==> src/rtl/cpu_pkg.sv <==
// Shared CPU pipeline types: register address, the zero register and the
// multiply/divide occupancy FSM state encoding.
package cpu_pkg;

    typedef logic [4:0] reg_addr_t;

    localparam reg_addr_t REG_ZERO = 5'd0;

    typedef enum logic {
        HZ_IDLE,
        HZ_BUSY
    } hz_state_t;

endpackage

==> src/rtl/muldiv_tracker.sv <==
// Multiply/divide occupancy tracker: an IDLE/BUSY FSM with a down-counter.
// MulDivBusy is high for exactly LAT-1 cycles after the start edge. Only
// instantiated when HAZARD_MULDIV_EN is defined.
module muldiv_tracker
    import cpu_pkg::*;
#(
    parameter int unsigned MUL_LAT = 4,
    parameter int unsigned DIV_LAT = 32
) (
    input  logic clk,
    input  logic rst_n,
    input  logic MulStart_EX,
    input  logic DivStart_EX,
    output logic MulDivBusy
);

    localparam int unsigned CNT_W = (DIV_LAT > 1) ? $clog2(DIV_LAT) : 1;
    localparam logic [CNT_W-1:0] MUL_INIT = CNT_W'(MUL_LAT - 1);
    localparam logic [CNT_W-1:0] DIV_INIT = CNT_W'(DIV_LAT - 1);
    localparam logic [CNT_W-1:0] CNT_ONE  = CNT_W'(1);

    hz_state_t        state_q, state_d;
    logic [CNT_W-1:0] cnt_q, cnt_d;

    // State and counter registers; reset aborts any operation in flight.
    always_ff @(posedge clk or negedge rst_n) begin
        if (!rst_n) begin
            state_q <= HZ_IDLE;
            cnt_q   <= '0;
        end else begin
            state_q <= state_d;
            cnt_q   <= cnt_d;
        end
    end

    // Next-state: divide wins over multiply; starts while busy are ignored.
    always_comb begin
        state_d = state_q;
        cnt_d   = cnt_q;
        unique case (state_q)
            HZ_IDLE: begin
                if (DivStart_EX) begin
                    state_d = HZ_BUSY;
                    cnt_d   = DIV_INIT;
                end else if (MulStart_EX) begin
                    state_d = HZ_BUSY;
                    cnt_d   = MUL_INIT;
                end
            end
            HZ_BUSY: begin
                cnt_d = cnt_q - CNT_ONE;
                if (cnt_q == CNT_ONE) begin
                    state_d = HZ_IDLE;
                end
            end
            default: begin
                state_d = HZ_IDLE;
                cnt_d   = '0;
            end
        endcase
    end

    assign MulDivBusy = (state_q == HZ_BUSY);

endmodule

==> src/rtl/hazard_ctrl.sv <==
// ID-stage hazard and stall controller: load-use stalls, taken-branch
// flushes and HI/LO stalls behind the multi-cycle multiply/divide unit.
// Define HAZARD_MULDIV_EN to build the multiply/divide occupancy tracker;
// without it MulDivBusy is tied low and the HI/LO inputs are ignored.
module hazard_ctrl
    import cpu_pkg::*;
#(
    parameter int unsigned MUL_LAT = 4,
    parameter int unsigned DIV_LAT = 32
) (
    input  logic       clk,
    input  logic       rst_n,
    input  logic [4:0] Rs_ID,
    input  logic [4:0] Rt_ID,
    input  logic       UseRs_ID,
    input  logic       UseRt_ID,
    input  logic       HiLoUse_ID,
    input  logic       MemRead_EX,
    input  logic [4:0] RegWtaddr_EX,
    input  logic       BranchTaken_EX,
    input  logic       MulStart_EX,
    input  logic       DivStart_EX,
    output logic       PCWrite_en,
    output logic       IFID_Write_en,
    output logic       IFID_Flush,
    output logic       IDEX_Flush,
    output logic       MulDivBusy
);

    logic load_use;
    logic hilo_stall;
    logic stall;

`ifdef HAZARD_MULDIV_EN
    muldiv_tracker #(
        .MUL_LAT(MUL_LAT),
        .DIV_LAT(DIV_LAT)
    ) u_muldiv_tracker (
        .clk        (clk),
        .rst_n      (rst_n),
        .MulStart_EX(MulStart_EX),
        .DivStart_EX(DivStart_EX),
        .MulDivBusy (MulDivBusy)
    );

    assign hilo_stall = HiLoUse_ID && MulDivBusy;
`else
    // Single-cycle multiply/divide: no occupancy to track.
    logic unused_muldiv;
    assign unused_muldiv = ^{clk, rst_n, MulStart_EX, DivStart_EX, HiLoUse_ID};
    assign MulDivBusy    = 1'b0;
    assign hilo_stall    = 1'b0;
`endif

    // A load writing $zero never creates a real dependency.
    assign load_use = MemRead_EX && (reg_addr_t'(RegWtaddr_EX) != REG_ZERO) &&
                      ((UseRs_ID && (Rs_ID == RegWtaddr_EX)) ||
                       (UseRt_ID && (Rt_ID == RegWtaddr_EX)));

    assign stall = load_use || hilo_stall;

    // Pipeline control: taken branch discards the ID instruction, so it beats stall.
    always_comb begin
        PCWrite_en    = 1'b1;
        IFID_Write_en = 1'b1;
        IFID_Flush    = 1'b0;
        IDEX_Flush    = 1'b0;
        if (BranchTaken_EX) begin
            IFID_Flush = 1'b1;
            IDEX_Flush = 1'b1;
        end else if (stall) begin
            PCWrite_en    = 1'b0;
            IFID_Write_en = 1'b0;
            IDEX_Flush    = 1'b1;
        end
    end

endmodule

==> config.mk <==
export PLATFORM = sky130hd
export DESIGN_NAME = hazard_ctrl
export DESIGN_NICKNAME = d
export VERILOG_FILES = /design/src/rtl/cpu_pkg.sv /design/src/rtl/muldiv_tracker.sv /design/src/rtl/hazard_ctrl.sv
export SDC_FILE = /design/constraint.sdc
export NUM_CORES = 1
export LEC_CHECK = 0
export CORE_AREA = 2 2 39 41
export DETAILED_ROUTE_END_ITERATION = 10
export DIE_AREA = 0 0 41 43
export GPL_ROUTABILITY_DRIVEN = 0
export SYNTH_ARGS = -nofsm -noshare
export SYNTH_HDL_FRONTEND = slang
export SYNTH_SLANG_ARGS = --single-unit
export TNS_END_PERCENT = 50
==> constraint.sdc <==
create_clock -name vclk -period 1.5
set_clock_uncertainty 0.1 [all_clocks]
set_input_delay 0.225 -clock vclk [all_inputs]
set_output_delay 0.225 -clock vclk [all_outputs]
set_load 0.1 [all_outputs]
## Word level (Yosys, flattened, before mapping)

Index checks and enable logic that the tools add are counted.

| storage, ports and cells | value |
|---|---|
| word-level logic and storage cells | 13 |
| input bits | 24 |
| register bits | 0 |

| cells by class | value |
|---|---|
| mux-type cells | 5 |
| reduce and logical (&&, ||, !) cells | 6 |
| equality and inequality tests | 2 |

Operators with widths:

| kind | number |
|---|---|
| 5-bit equality test | 2 |
| 1-bit two-way mux | 5 |
| 5-bit nonzero test | 1 |
| 1-bit logical AND | 4 |
| 1-bit logical OR | 1 |

## Logic depth before layout (Yosys ltp)

| logic depth | value |
|---|---|
| depth in word-level cells | 6 |
| mapped depth | 5 |
| mapped depth without buffers | 4 |

## Least setup slack after synthesis

No wires, ideal clock.

| timing | value |
|---|---|
| path kind | input port to output port |
| from | input RegWtaddr_EX[4] |
| to | output IDEX_Flush |
| buffers on the path | 0 |
| required time | 1175 ps |
| cell stages on the path | 4 |
| arrival time | 2176 ps |
| path slack | -1001 ps |
| cells stage by stage | xor2_1 nor4_2 a32oi_1 o21bai_1 |

| on the way | value |
|---|---|
| word-level cells in the longest chain between the ends | 6 |
| elaborated cells on any way between the ends | 10 |
| those cells by class | eq/ne (2); mux (2); reduce/logical (6) |

Ends and longest elaborated chain:

| element | RTL line | RTL |
|---|---|---|
| start: declaration | hazard_ctrl.sv:19 | `input logic [4:0] RegWtaddr_EX,` |
| 5-bit equality test (on tied branches) | hazard_ctrl.sv:57, hazard_ctrl.sv:58 |  |
| 1-bit logical AND (on tied branches) | hazard_ctrl.sv:57, hazard_ctrl.sv:58 |  |
| 1-bit logical OR | hazard_ctrl.sv:57 | `((UseRs_ID && (Rs_ID == RegWtaddr_EX)) \|\|` |
| 1-bit logical AND * | hazard_ctrl.sv:56 | `assign load_use = MemRead_EX && (reg_addr_t'(RegWtaddr_EX) != REG_ZERO) &&` |
| 1-bit two-way mux * | hazard_ctrl.sv:71 | `end else if (stall) begin` |
| 1-bit two-way mux * | hazard_ctrl.sv:68 | `if (BranchTaken_EX) begin` |
| end: declaration | hazard_ctrl.sv:26 | `output logic IDEX_Flush,` |

Mark *: on every way between the ends. The rest lies on a longest branch, timed or not.

## Worst setup path after layout

| timing | value |
|---|---|
| from | input Rs_ID[4] |
| to | output IFID_Write_en |

| on the way | value |
|---|---|
| word-level cells in the longest chain between the ends | 6 |

Ends and longest elaborated chain:

| element | RTL line | RTL |
|---|---|---|
| start: declaration | hazard_ctrl.sv:13 | `input logic [4:0] Rs_ID,` |
| 5-bit equality test | hazard_ctrl.sv:57 |  |
| 1-bit logical AND | hazard_ctrl.sv:57 |  |
| 1-bit logical OR | hazard_ctrl.sv:57 |  |
| 1-bit logical AND | hazard_ctrl.sv:56 |  |
| 1-bit two-way mux | hazard_ctrl.sv:71 |  |
| 1-bit two-way mux | hazard_ctrl.sv:68 |  |
| end: declaration | hazard_ctrl.sv:24 | `output logic IFID_Write_en,` |

Every way passes these cells.

==> impl_metrics.ini <==
[global_route]
gr-max-usage-layer = met2
grt_pass1_wl_um = 862
first_global_vias = 228
grt_util_met3_pct = 0.524
gr-total-overflow = 0
grt_util_met2_pct = 10.9
grtUsageMet1_pct = 8.86
grt_usage_pct = 6.39
grt_max_degree = 4
antenna_found_initial = 0

[setup_path]
crit_arrival_ps = 1450
crit_type = primary input to primary output
critical_path_required_ps = 1170
crit_path_max_fanout = 2
cp-end-kind = primary output
start_kind = primary input

[drt]
postRouteAntennaNets = 0
first_pass_iters = 2
wl_per_cell_um = 8.24
viasPerCell = 3.62
drc = 0
wirelength_um = 519
drt_iter0_drc = 1
vias = 228

[final_layout]
final_util_pct = 35.3
drive_above_1_share_pct = 57.4
final.fill_count = 155
seq_cell_count = 0
fin_cells = 63
finalNetCount = 73
nClkBuffers = 0
multi_input_area_um2 = 185
syn2layout_area_growth_pct = 181
diodes = 0
seq_area_um2 = 0

[clock_network]
post_cts_buffers = 0

[sta]
tns_ps = -736
finalCritPeriodShare_pct = 118
post-route-min-period_ps = 1770
drv_slew = 0
finalWorstSetupSlack_ps = -272
fmax_mhz = 564
final-setup-viol-count = 3
rsz0062_at_grt = yes
hold_viol = 0

[die]
die-area_mm2 = 0.00176
die_w_um = 41
core_area_mm2 = 0.00138
rows = 14
initial_core_util_pct = 12.6
io-pin-count = 29
die_h_um = 43

[flow_run]
maxCapViolations = 0

[hold_path]
min_path_cells = 6
hold_start = RegWtaddr_EX[0]
hold-path-endpoint = IDEX_Flush
hp-class = primary input to primary output

[outcome]
status = finished, violations left
violations = negative setup slack

[synthesis]
ys_seq_area_share_pct = 0
synth_warnings = 0
synth_nets = 46
mappedNetlistArea_um2 = 174
synth.distinct_cells = 12
synth_cells = 22
synth_top_area_share_pct = 40.3
synth_area_leader_cell = xor2_1
synth_area_leaders = xor2_1 40%, buf_4 13%, xnor2_1 10%, nor4_2 7.2%, a32oi_1 5.0%
avgSynthCellArea_um2 = 7.91

[pwr]
finalPower_uw = 151
powerDensity_mw_per_mm2 = 310
ir_worst_vdd_v = 0.0000778
p_leak_nw = 0.213

[place]
io_buffers = 23
place_hpwl_um = 470
dp.cells = 63
cells in the final DEF, fill, tap and decap left out, types with 2 or more instances in the layout:
cell type,count
buf_2,6
xor2_1,7
nor4_2,2
buf_12,4
dlygate4sd2_1,2
buf_4,5
buf_6,6
clkdlybuf4s50_1,4
xnor2_1,2
routing by layer:
| layer | routed length (um) | vias up |
|---|---|---|
| met5 | 0 | - |
| met4 | 0 | 0 |
| met3 | 69 | 0 |
| met2 | 239 | 13 |
| met1 | 209 | 93 |
| li1 | - | 122 |
per-stage QoR:
| stage | setup WS, ps | instance area [um2] | hold slack [ps] |
|---|---|---|---|
| after floorplan | -371 | 206 | 562 |
| after global placement | -681 | 499 | 1090 |
| after detailed placement | -696 | 499 | 1090 |
| after CTS | -326 | 465 | 1040 |
| after global routing | -321 | 488 | 1070 |
| final | -272 | 488 | 1030 |
final cells by class:
cell class | count | share of cell area (%)
multi-input cells | 19 | 37.9
well taps | 16 | 4.10
repair buffers | 28 | 57.9
report_power, final:
part | switching (mW) | internal [mW] | total (mW) | leakage (nW)
logic | 0.0747 | 0.0766 | 0.151 | 0.213
clock network | 0 | 0 | 0 | 0
registers | 0 | 0 | 0 | 0
worst max-delay path, cell delays in order:
cell and delay, ps:
buf_6 90, xor2_2 160, nor4_2 260, a32oi_1 140, or3_4 380, buf_12 180
how the worst max path moves through the flow:
stage / slack, ps / end / cells past startpoint / from
floorplan: -370 / PCWrite_en / 5 / RegWtaddr_EX[4]
global placement: -680 / PCWrite_en / 6 / RegWtaddr_EX[2]
detailed placement: -700 / PCWrite_en / 6 / RegWtaddr_EX[2]
CTS: -330 / PCWrite_en / 6 / Rt_ID[0]
global route: -320 / IFID_Write_en / 6 / Rs_ID[4]
finish: -270 / IFID_Write_en / 6 / Rs_ID[4]
cells in the mapped netlist:
cell and instances:
o21ai_0 1, nor4_2 1, o21bai_1 1, or3_1 1
conb_1 1, nor4_1 1, xor2_1 8, buf_4 3
or4_1 1, and2_0 1, a32oi_1 1, xnor2_1 2
logic make-up after synthesis:
kind of cell | after synthesis | share of synthesized area [%]
compound gates | 3 | 12.2
xor+xnor | 10 | 50.4
buf+inv | 3 | 12.9
other cells | 1 | 2.16
simple gates | 5 | 22.3
timing repair:
item | 4_1_cts | 5_1_grt
pin swaps | 12 | 4
endpoints found under the setup margin | 3 | 3
hold buffers | 0 | 0
resized for setup | 54 | 8
No activity file was read; power rests on OpenSTA's default activity.
